--- src/rtl/abs_rtan_pkg.sv ---
// Shared definitions for the |r|*tan(15k deg) sweep: FSM encoding, tangent table, angle step.
// Latency: n/a (constants and elaboration-time helper only).
// Backpressure: n/a.
package abs_rtan_pkg;

   typedef enum logic [1:0] {
      ST_IDLE  = 2'd0,
      ST_ABS   = 2'd1,
      ST_SWEEP = 2'd2,
      ST_DONE  = 2'd3
   } state_t;

   localparam int ANGLE_STEP_DEG = 15;
   localparam int MAX_ANGLES     = 6;
   localparam int TAN_W          = 12;
   localparam int TAN_REF_FRAC   = 8;

   // tan(15k deg) rounded to 8 fractional bits, k = 0..5 (90 deg deliberately absent)
   localparam logic [TAN_W-1:0] TAN_Q8 [MAX_ANGLES] =
      '{12'd0, 12'd69, 12'd148, 12'd256, 12'd443, 12'd955};

   // Same angles at 24 fractional bits, used to derive tables for other FRAC_BITS
   localparam logic [31:0] TAN_Q24 [MAX_ANGLES] =
      '{32'd0, 32'd4495442, 32'd9686330, 32'd16777216, 32'd29058991, 32'd62613423};

   // round(tan(15k deg) * 2^frac), truncated to the 12-bit table width; frac legal 1..23
   function automatic logic [TAN_W-1:0] tan_const(input int k, input int frac);
      logic [31:0]      scaled;
      logic [TAN_W-1:0] res;
      res    = '0;
      scaled = '0;
      if (k >= 0 && k < MAX_ANGLES) begin
         if (frac == TAN_REF_FRAC) begin
            res = TAN_Q8[k];
         end else if (frac >= 1 && frac <= 23) begin
            scaled = (TAN_Q24[k] + (32'd1 << (23 - frac))) >> (24 - frac);
            res    = scaled[TAN_W-1:0];
         end
      end
      return res;
   endfunction

endpackage

--- src/rtl/rtan_const_rom.sv ---
// Tangent constant lookup: angle index k -> round(tan(15k deg) * 2^FRAC_BITS).
// Latency: combinational, zero cycles.
// Backpressure: none; indices above 5 return zero.
module rtan_const_rom
   import abs_rtan_pkg::*;
#(
   parameter int FRAC_BITS = 8
) (
   input  logic [2:0]       k_i,
   output logic [TAN_W-1:0] tan_o
);

   localparam logic [TAN_W-1:0] TAN0 = tan_const(0, FRAC_BITS);
   localparam logic [TAN_W-1:0] TAN1 = tan_const(1, FRAC_BITS);
   localparam logic [TAN_W-1:0] TAN2 = tan_const(2, FRAC_BITS);
   localparam logic [TAN_W-1:0] TAN3 = tan_const(3, FRAC_BITS);
   localparam logic [TAN_W-1:0] TAN4 = tan_const(4, FRAC_BITS);
   localparam logic [TAN_W-1:0] TAN5 = tan_const(5, FRAC_BITS);

   // table select; out-of-range index yields 0
   always_comb begin
      tan_o = '0;
      case (k_i)
         3'd0:    tan_o = TAN0;
         3'd1:    tan_o = TAN1;
         3'd2:    tan_o = TAN2;
         3'd3:    tan_o = TAN3;
         3'd4:    tan_o = TAN4;
         3'd5:    tan_o = TAN5;
         default: tan_o = '0;
      endcase
   end

endmodule

--- src/rtl/abs_rtan_sweep.sv ---
// Sweeps |r|*tan(15k deg), k = 0..NUM_ANGLES-1, one rounded/saturated result per cycle.
// Latency: start accepted at cycle 0 -> k=0 at cycle 2, last (with done) at cycle NUM_ANGLES+1.
// Backpressure: none; start is ignored outside IDLE, results cannot be stalled.
module abs_rtan_sweep
   import abs_rtan_pkg::*;
#(
   parameter int R_WIDTH    = 9,
   parameter int OUT_WIDTH  = 8,
   parameter int NUM_ANGLES = 6,
   parameter int FRAC_BITS  = 8
) (
   input  logic                 clk,
   input  logic                 reset,
   input  logic                 start,
   input  logic [R_WIDTH-1:0]   r,
   output logic                 busy,
   output logic                 out_valid,
   output logic [2:0]           out_idx,
   output logic [OUT_WIDTH-1:0] out_value,
   output logic                 out_sat,
   output logic                 done,
   output logic                 any_sat
);

   // product keeps every bit: R_WIDTH magnitude times 12-bit constant
   localparam int                  PROD_W  = R_WIDTH + TAN_W;
   localparam logic [2:0]          LAST_K  = 3'(NUM_ANGLES - 1);
   localparam logic [PROD_W-1:0]   HALF    = PROD_W'(64'd1 << (FRAC_BITS - 1));
   localparam logic [PROD_W-1:0]   OUT_MAX = PROD_W'((64'd1 << OUT_WIDTH) - 64'd1);

   state_t                 state_q, state_d;
   logic [R_WIDTH-1:0]     r_q, r_d;
   logic [R_WIDTH-1:0]     mag_q, mag_d;
   logic [2:0]             k_q, k_d;
   logic                   busy_q, busy_d;
   logic                   valid_q, valid_d;
   logic [2:0]             idx_q, idx_d;
   logic [OUT_WIDTH-1:0]   value_q, value_d;
   logic                   sat_q, sat_d;
   logic                   done_q, done_d;
   logic                   any_sat_q, any_sat_d;

   logic [R_WIDTH-1:0]     abs_r;
   logic [R_WIDTH-1:0]     sel_mag;
   logic [2:0]             sel_k;
   logic [TAN_W-1:0]       tan_k;
   logic [PROD_W-1:0]      prod;
   logic [PROD_W-1:0]      scaled;
   logic                   over;
   logic                   load;

   // constant for the angle about to be presented
   rtan_const_rom #(.FRAC_BITS(FRAC_BITS)) u_rom (
      .k_i   (sel_k),
      .tan_o (tan_k)
   );

   // magnitude of the latched radius; the most negative value maps to 2^(R_WIDTH-1) unsigned
   always_comb begin
      abs_r = r_q;
      if (r_q[R_WIDTH-1]) abs_r = ~r_q + R_WIDTH'(1);
   end

   // full-width multiply, round half up, drop fraction, detect clipping
   always_comb begin
      prod   = PROD_W'(sel_mag) * PROD_W'(tan_k);
      scaled = (prod + HALF) >> FRAC_BITS;
      over   = (scaled > OUT_MAX);
   end

   // next state: results are computed one cycle ahead so they appear registered in SWEEP
   always_comb begin
      state_d   = state_q;
      r_d       = r_q;
      mag_d     = mag_q;
      k_d       = k_q;
      valid_d   = 1'b0;
      done_d    = 1'b0;
      idx_d     = idx_q;
      value_d   = value_q;
      sat_d     = sat_q;
      any_sat_d = any_sat_q;
      sel_k     = 3'd0;
      sel_mag   = mag_q;
      load      = 1'b0;

      case (state_q)
         ST_IDLE: begin
            if (start) begin
               r_d       = r;
               any_sat_d = 1'b0;
               state_d   = ST_ABS;
            end
         end
         ST_ABS: begin
            mag_d   = abs_r;
            sel_mag = abs_r;
            sel_k   = 3'd0;
            load    = 1'b1;
            state_d = ST_SWEEP;
         end
         ST_SWEEP: begin
            if (k_q == LAST_K) begin
               state_d = ST_DONE;
            end else begin
               sel_k = k_q + 3'd1;
               load  = 1'b1;
            end
         end
         ST_DONE: begin
            state_d = ST_IDLE;
         end
         default: begin
            state_d = ST_IDLE;
         end
      endcase

      if (load) begin
         valid_d   = 1'b1;
         k_d       = sel_k;
         idx_d     = sel_k;
         done_d    = (sel_k == LAST_K);
         sat_d     = over;
         any_sat_d = any_sat_q | over;
         value_d   = over ? {OUT_WIDTH{1'b1}} : scaled[OUT_WIDTH-1:0];
      end
   end

   always_comb busy_d = (state_d != ST_IDLE);

   // state and output registers with synchronous reset
   always_ff @(posedge clk) begin
      if (reset) begin
         state_q   <= ST_IDLE;
         r_q       <= '0;
         mag_q     <= '0;
         k_q       <= '0;
         busy_q    <= 1'b0;
         valid_q   <= 1'b0;
         idx_q     <= '0;
         value_q   <= '0;
         sat_q     <= 1'b0;
         done_q    <= 1'b0;
         any_sat_q <= 1'b0;
      end else begin
         state_q   <= state_d;
         r_q       <= r_d;
         mag_q     <= mag_d;
         k_q       <= k_d;
         busy_q    <= busy_d;
         valid_q   <= valid_d;
         idx_q     <= idx_d;
         value_q   <= value_d;
         sat_q     <= sat_d;
         done_q    <= done_d;
         any_sat_q <= any_sat_d;
      end
   end

   assign busy      = busy_q;
   assign out_valid = valid_q;
   assign out_idx   = idx_q;
   assign out_value = value_q;
   assign out_sat   = sat_q;
   assign done      = done_q;
   assign any_sat   = any_sat_q;

endmodule

--- config.mk ---
export PLATFORM = sky130hd
export DESIGN_NAME = abs_rtan_sweep
export DESIGN_NICKNAME = d
export VERILOG_FILES = /design/src/rtl/abs_rtan_pkg.sv /design/src/rtl/rtan_const_rom.sv /design/src/rtl/abs_rtan_sweep.sv
export SDC_FILE = /design/constraint.sdc
export NUM_CORES = 1
export LEC_CHECK = 0
export CELL_PAD_IN_SITES_DETAIL_PLACEMENT = 1
export CELL_PAD_IN_SITES_GLOBAL_PLACEMENT = 1
export CORE_ASPECT_RATIO = 0.6
export CORE_MARGIN = 8
export CORE_UTILIZATION = 35
export CTS_CLUSTER_DIAMETER = 30
export DETAILED_ROUTE_END_ITERATION = 12
export PLACE_DENSITY = 0.72
export SETUP_SLACK_MARGIN = 0.1
export SYNTH_ARGS = -nofsm -noshare
export SYNTH_HDL_FRONTEND = slang
export SYNTH_SLANG_ARGS = --single-unit
--- constraint.sdc ---
create_clock -name clk -period 9.7 [get_ports clk]
set_input_delay 2.91 -clock clk [delete_from_list [all_inputs] [get_ports clk]]
set_output_delay 2.91 -clock clk [all_outputs]
set_load 0.05 [all_outputs]
# Yosys cells after proc, flatten, opt, wreduce, memory -nomap -nowiden
# Index checks and enable logic that the tools add are counted.
# classes
n_addsub,3
multipliers,1
order_cmp,1
n_eq_ne,9
mux,15
n_bitwise,3
n_reduce_logical,7
# op_table
cell,count
$pmux 10 s5,1
$add 21x8->21 const B,1
$mul 9x12->21,1
$mux 9,2
$gt 13x8->1 const B,1
$add 9x1->9 const B,1
$eq 3x3->1 const B,3
$not 9->9,1
$mux 8,1
$pmux 2 s4,1
$eq 3x2->1 const B,2
$mux 3,2
$reduce_bool 2->1,3
$mux 1,5
$eq 2x2->1 const B,2
$mux 2,2
$reduce_and 2->1,2
$add 3x1->3 const B,1
$eq 3x1->1 const B,1
$eq 2x1->1 const B,1
$logic_not 2->1,1
$pmux 1 s2,1
$reduce_or 2->1,1
$not 1->1,1
$or 1x1->1,1
# totals
ff_bits,36
inputBits,12
output_inout_bits,16
word_cells,49

# Longest topological paths before layout
# logic_depth
ltp_word,10
depth_mapped,24
depth_no_buf,23

# By module
# Synthesis repeated with hierarchy kept, for this count alone.
# unflattened
cells_unflattened,598
area_unflattened_um2,5191.2
# modules_own_cells
module,instances,cells_per_inst,area_per_inst_um2,seq_area_each_um2
abs_rtan_sweep,1,579,5069.9,720.7
rtan_const_rom,1,19,121.4,0.0

# Worst setup path after synthesis
# OpenSTA, ideal clock, no wires.
# synth_timing
path_type,reg2reg
from,"register, netlist name out_idx[2]"
to,register value_q[0] (netlist: out_value[0])
setup_ps,157
t_arrival_ps,6154
t_required_ps,9543
slack_ps,3389
path_stages_with_launch,20
n_path_buf,0
period_less_slack_ps,6311
path_cell_list,dfxtp_1 -> nand4b_2 -> nand2_4 -> a21oi_1 -> nor2_1 -> fa_1 -> fa_1 -> inv_1 -> fa_1 -> inv_1 -> fa_1 -> fa_1 -> ha_1 -> a21o_1 -> a211o_1 -> a41o_1 -> a31oi_1 -> mux2_4 -> a211oi_4 -> a41oi_1
# synth_lines
item,line_no,rtl
end signal: assignment,abs_rtan_sweep.sv:153,value_q <= value_d;
end: declaration,abs_rtan_sweep.sv:38,"logic [OUT_WIDTH-1:0] value_q, value_d;"

# Final worst setup path
# layout_timing
from,register state_q[0]
to,register value_q[3] (netlist: out_value[3])
# layout_between
elab_chain_len,8
elab_cells_between_ends,15
cone_classes,add/sub: 1; mul: 1; order compare: 1; eq/ne: 7; mux: 5
# layout_lines
item,line_no,rtl
start: declaration,abs_rtan_sweep.sv:31,"state_t state_q, state_d;"
start signal: assignment,abs_rtan_sweep.sv:146,state_q <= state_d;
$eq 2x2->1,abs_rtan_sweep.sv:87,case (state_q)
$mux 3,abs_rtan_sweep.sv:87,
$eq 3x3->1 (tied with other cells),rtan_const_rom.sv:23,case (k_i)
$pmux 10 s5,rtan_const_rom.sv:23,
$mul 9x12->21,abs_rtan_sweep.sv:66,prod = PROD_W'(sel_mag) * PROD_W'(tan_k);
$add 21x8->21,abs_rtan_sweep.sv:67,scaled = (prod + HALF) >> FRAC_BITS;
$gt 13x8->1,abs_rtan_sweep.sv:68,over = (scaled > OUT_MAX);
$mux 8,abs_rtan_sweep.sv:125,value_d = over ? {OUT_WIDTH{1'b1}} : scaled[OUT_WIDTH-1:0];
# Several ways; a longest one is shown, not always the timed one.
# A chain may end at the register's enable or synchronous reset.

==> flow_summary_export.csv <==
group,metric,value,unit
run_status,status,"finished clean",
global_route,grt_max_degree,24,
critical_path,required,9.80,ns
synth,seq_area_frac_synth,16.0,%
route,viasPerCell,5.28,
sta,tightestPinTransition,1.05,ns
global_route,antenna_found_initial,0,
floorplanning,initial_core_util,35.4,%
worst_hold_path,whs_path_depth,2,
sta,whs,0.467,ns
layout,final_area,0.00505,mm^2
global_route,grt_pass1_vias,3872,
layout,area_growth,12.4,%
power_and_ir_drop,p_leak,2.49,nW
critical_path,max_stage_delay,0.79,ns
route,drt_iter0_markers,263,
critical_path,r2r_slack,2.35,ns
synth,synth_edf_count,0,
synth,yosysWarnings,0,
critical_path,cp-startpoint,"state_q[0]$_SDFF_PP0_",
worst_hold_path,hold-path-endpoint,"r_q[7]$_SDFFE_PP0P_",
critical_path,cpMostUsedCell,"fa_1",
power_and_ir_drop,powerDensity,166,mW/mm^2
place,globalplace.congestion,0.946,
route,routed-via-count,3661,
critical_path,worstSetupPathType,"flip-flop to flip-flop",
place,port_buffers,27,
layout,nets,648,
clock_network,cts_tree,"yes",
clock_network,post_cts_resized,0,
clock_network,clkSlewWorstSetupHoldPaths,0.06,ns
synth,synth_cell_types,56,
sta,timing.final.max_slew_violations,0,
floorplanning,chipWidth,162,um
sta,fin_crit_sh,75.8,%
sta,hold_viol,0,
synth,avgSynthCellArea,8.90,um^2
synth,ys.flop_type,"dfxtp_1",
clock_network,clockRootBuffer,"clkbuf_16",
floorplanning,core,0.0127,mm^2
clock_network,cts_sinks,36,
worst_hold_path,min_from,"r_q[7]$_SDFFE_PP0P_",
critical_path,timing.rr.end,"out_value[3]$_SDFFE_PP0P_",
sta,grt_setup_unrepaired,"false",
critical_path,crit_arrival,7.45,ns
sta,finalClockSkew,0.00513,ns
place,place_ws,2.42,ns
sta,layout_setup_ws,2.35,ns
floorplanning,die_h,104,um
clock_network,cts_buffers,5,
critical_path,worstReg2RegStart,"state_q[0]$_SDFF_PP0_",
route,postRouteWirelength,12800,um
layout,layout.cells.most_common,"nor2_1",
place,dpl_cell_area,0.00491,mm^2
global_route,overflow,0,
synth,syn_area,0.00450,mm^2
power_and_ir_drop,vdd_drop_max,0.0757,mV
route,drc,0,
route,wl_per_cell,18.5,um
clock_network,htreeDepth,2,
critical_path,critPathSlowestCell,"mux2i_1",
layout,final_cell_mix,"nor2_1, fa_1, ha_1",
synth,postSynth.asyncResetShare,0,%
synth,synthCells,505,
floorplanning,rows,32,
floorplanning,ioPinCount,28,
synth,synth_nets,630,
route,final_antenna_net_count,0,
sta,fin_crit,7.35,ns
place,hpwl,10800,um
worst_hold_path,min_path_type,"flip-flop to flip-flop",
critical_path,cp_max_fo,10,
route,first_pass_iters,5,
clock_network,clkLatencyLatePin,0.29,ns
flow_run,cap_violations,0,
layout,drive_gt1_share,5.92,%
sta,slew_headroom,29.7,%
sta,finalSetupViolations,0,
global_route,track_usage,15.7,%
global_route,grt_pass1_wl,21200,um
critical_path,r2r.worst_path.cells,20,
critical_path,startpoint_type,"flip-flop",
layout,diodes,0,
clock_network,cts_setup_buffers,0,
layout,final_cells,694,
place,placed_cells,686,
critical_path,path_cells,"inv_1 -> ha_1 -> inv_1 -> nor3_1 -> a21oi_1 -> nor2_1 -> fa_1 -> fa_1 -> inv_1 -> fa_1 -> inv_1 -> fa_1 -> fa_1 -> ha_1 -> a21o_1 -> a211o_1 -> a41o_1 -> a31oi_1 -> mux2i_1 -> a41oi_1",
clock_network,clockBufferDepth,2,
sta,tns,0,ns
clock_network,cts_hold_buffers,0,
critical_path,setup.worst_path.end_class,"flip-flop",
floorplanning,die_area,0.0168,mm^2
synth,ys_seq_elements,36,
sta,max_freq,136,MHz
[metrics by stage]
step	total power [mW]	util, %
6_report	0.840	39.8
3_3_place_gp	0.653	38.7
4_1_cts	0.842	39.8
5_1_grt	0.901	39.8
3_5_place_dp	0.669	38.7
2_1_floorplan	0.524	-
[report_power, final]
group | internal (mW) | total [mW] | switching, mW
Combinational | 0.145 | 0.461 | 0.317
Clock | 0.101 | 0.168 | 0.0663
Sequential | 0.187 | 0.211 | 0.0245
[registers in the layout (all words and copies together), names as in the netlist]
name / count
out_valid: 1
mag_q: 9
done: 1
r_q: 9
out_idx: 3
out_sat: 1
busy: 1
out_value: 8
state_q: 2
any_sat: 1
[per-layer routing]
layer | track usage [%] | share of wire (%) | wire [um]
met4 | 2.76 | 0.74 | 95
met2 | 22.1 | 42 | 5330
met5 | 0 | 0 | 0
met1 | 23.9 | 52 | 6670
met3 | 3.68 | 5.6 | 715
[cell families (layout without fill, tap and decap cells)]
| kind of cell | count (synthesis) | in the layout | synth area share, % |
|---|---|---|---|
| mux | 7 | 7 | 1.81 |
| xor+xnor | 15 | 15 | 2.92 |
| compound gates | 95 | 95 | 13.8 |
| simple gates | 168 | 168 | 18.0 |
| buf+inv | 71 | 90 | 6.32 |
| fa+ha+maj | 113 | 113 | 41.1 |
| flops | 36 | 36 | 16.0 |
[worst max path at each step]
stage                                      to  cells past startpoint
floorplan           out_value[0]$_SDFFE_PP0P_                     19
global placement    out_value[0]$_SDFFE_PP0P_                     20
detailed placement  out_value[6]$_SDFFE_PP0P_                     20
CTS                 out_value[6]$_SDFFE_PP0P_                     20
global route        out_value[0]$_SDFFE_PP0P_                     20
finish              out_value[3]$_SDFFE_PP0P_                     20
[Yosys cell counts (all sizes together) (3+ instances only)]
library cell / count / area share, %
nor2: 65 / 5.4
fa: 58 / 26
ha: 55 / 15
nand2: 55 / 4.9
inv: 53 / 4.4
dfxtp: 36 / 16
a21oi: 33 / 3.7
o21ai: 19 / 2.2
clkbuf: 14 / 1.2
xor2: 11 / 2.1
a41oi: 9 / 1.8
or2: 9 / 1.3
nand2b: 7 / 0.97
a21o: 6 / 1.0
nor2b: 6 / 0.84
a31oi: 4 / 0.56
mux2i: 4 / 0.89
nand3b: 4 / 0.67
nor3: 4 / 0.45
o21a: 4 / 0.67
xnor2: 4 / 0.78
a211oi: 3 / 0.78
buf: 3 / 0.61
mux2: 3 / 0.92
nand4: 3 / 0.42
o31ai: 3 / 0.50
[final cells by class]
class | instances | area [um^2]
tap | 170 | 213
clock buffer | 6 | 139
timing repair buffer | 28 | 278
fill | 1482 | 7640
sequential | 36 | 721
inverter | 54 | 204
clock inverter | 2 | 10.0
multi-input combinational | 398 | 3490
[critical path, delay by kind of cell, from the launching register on]
| kind | cells | cell delay, ns |
|---|---|---|
| buffers and inverters | 4 | 0.31 |
| DFF | 1 | 0.33 |
| muxes | 1 | 0.79 |
| AOI/OAI and AO/OA | 6 | 1.55 |
| and+or+nand+nor | 2 | 0.92 |
| adders and majority gates | 7 | 3.24 |
No activity file was read; power rests on OpenSTA's default activity.
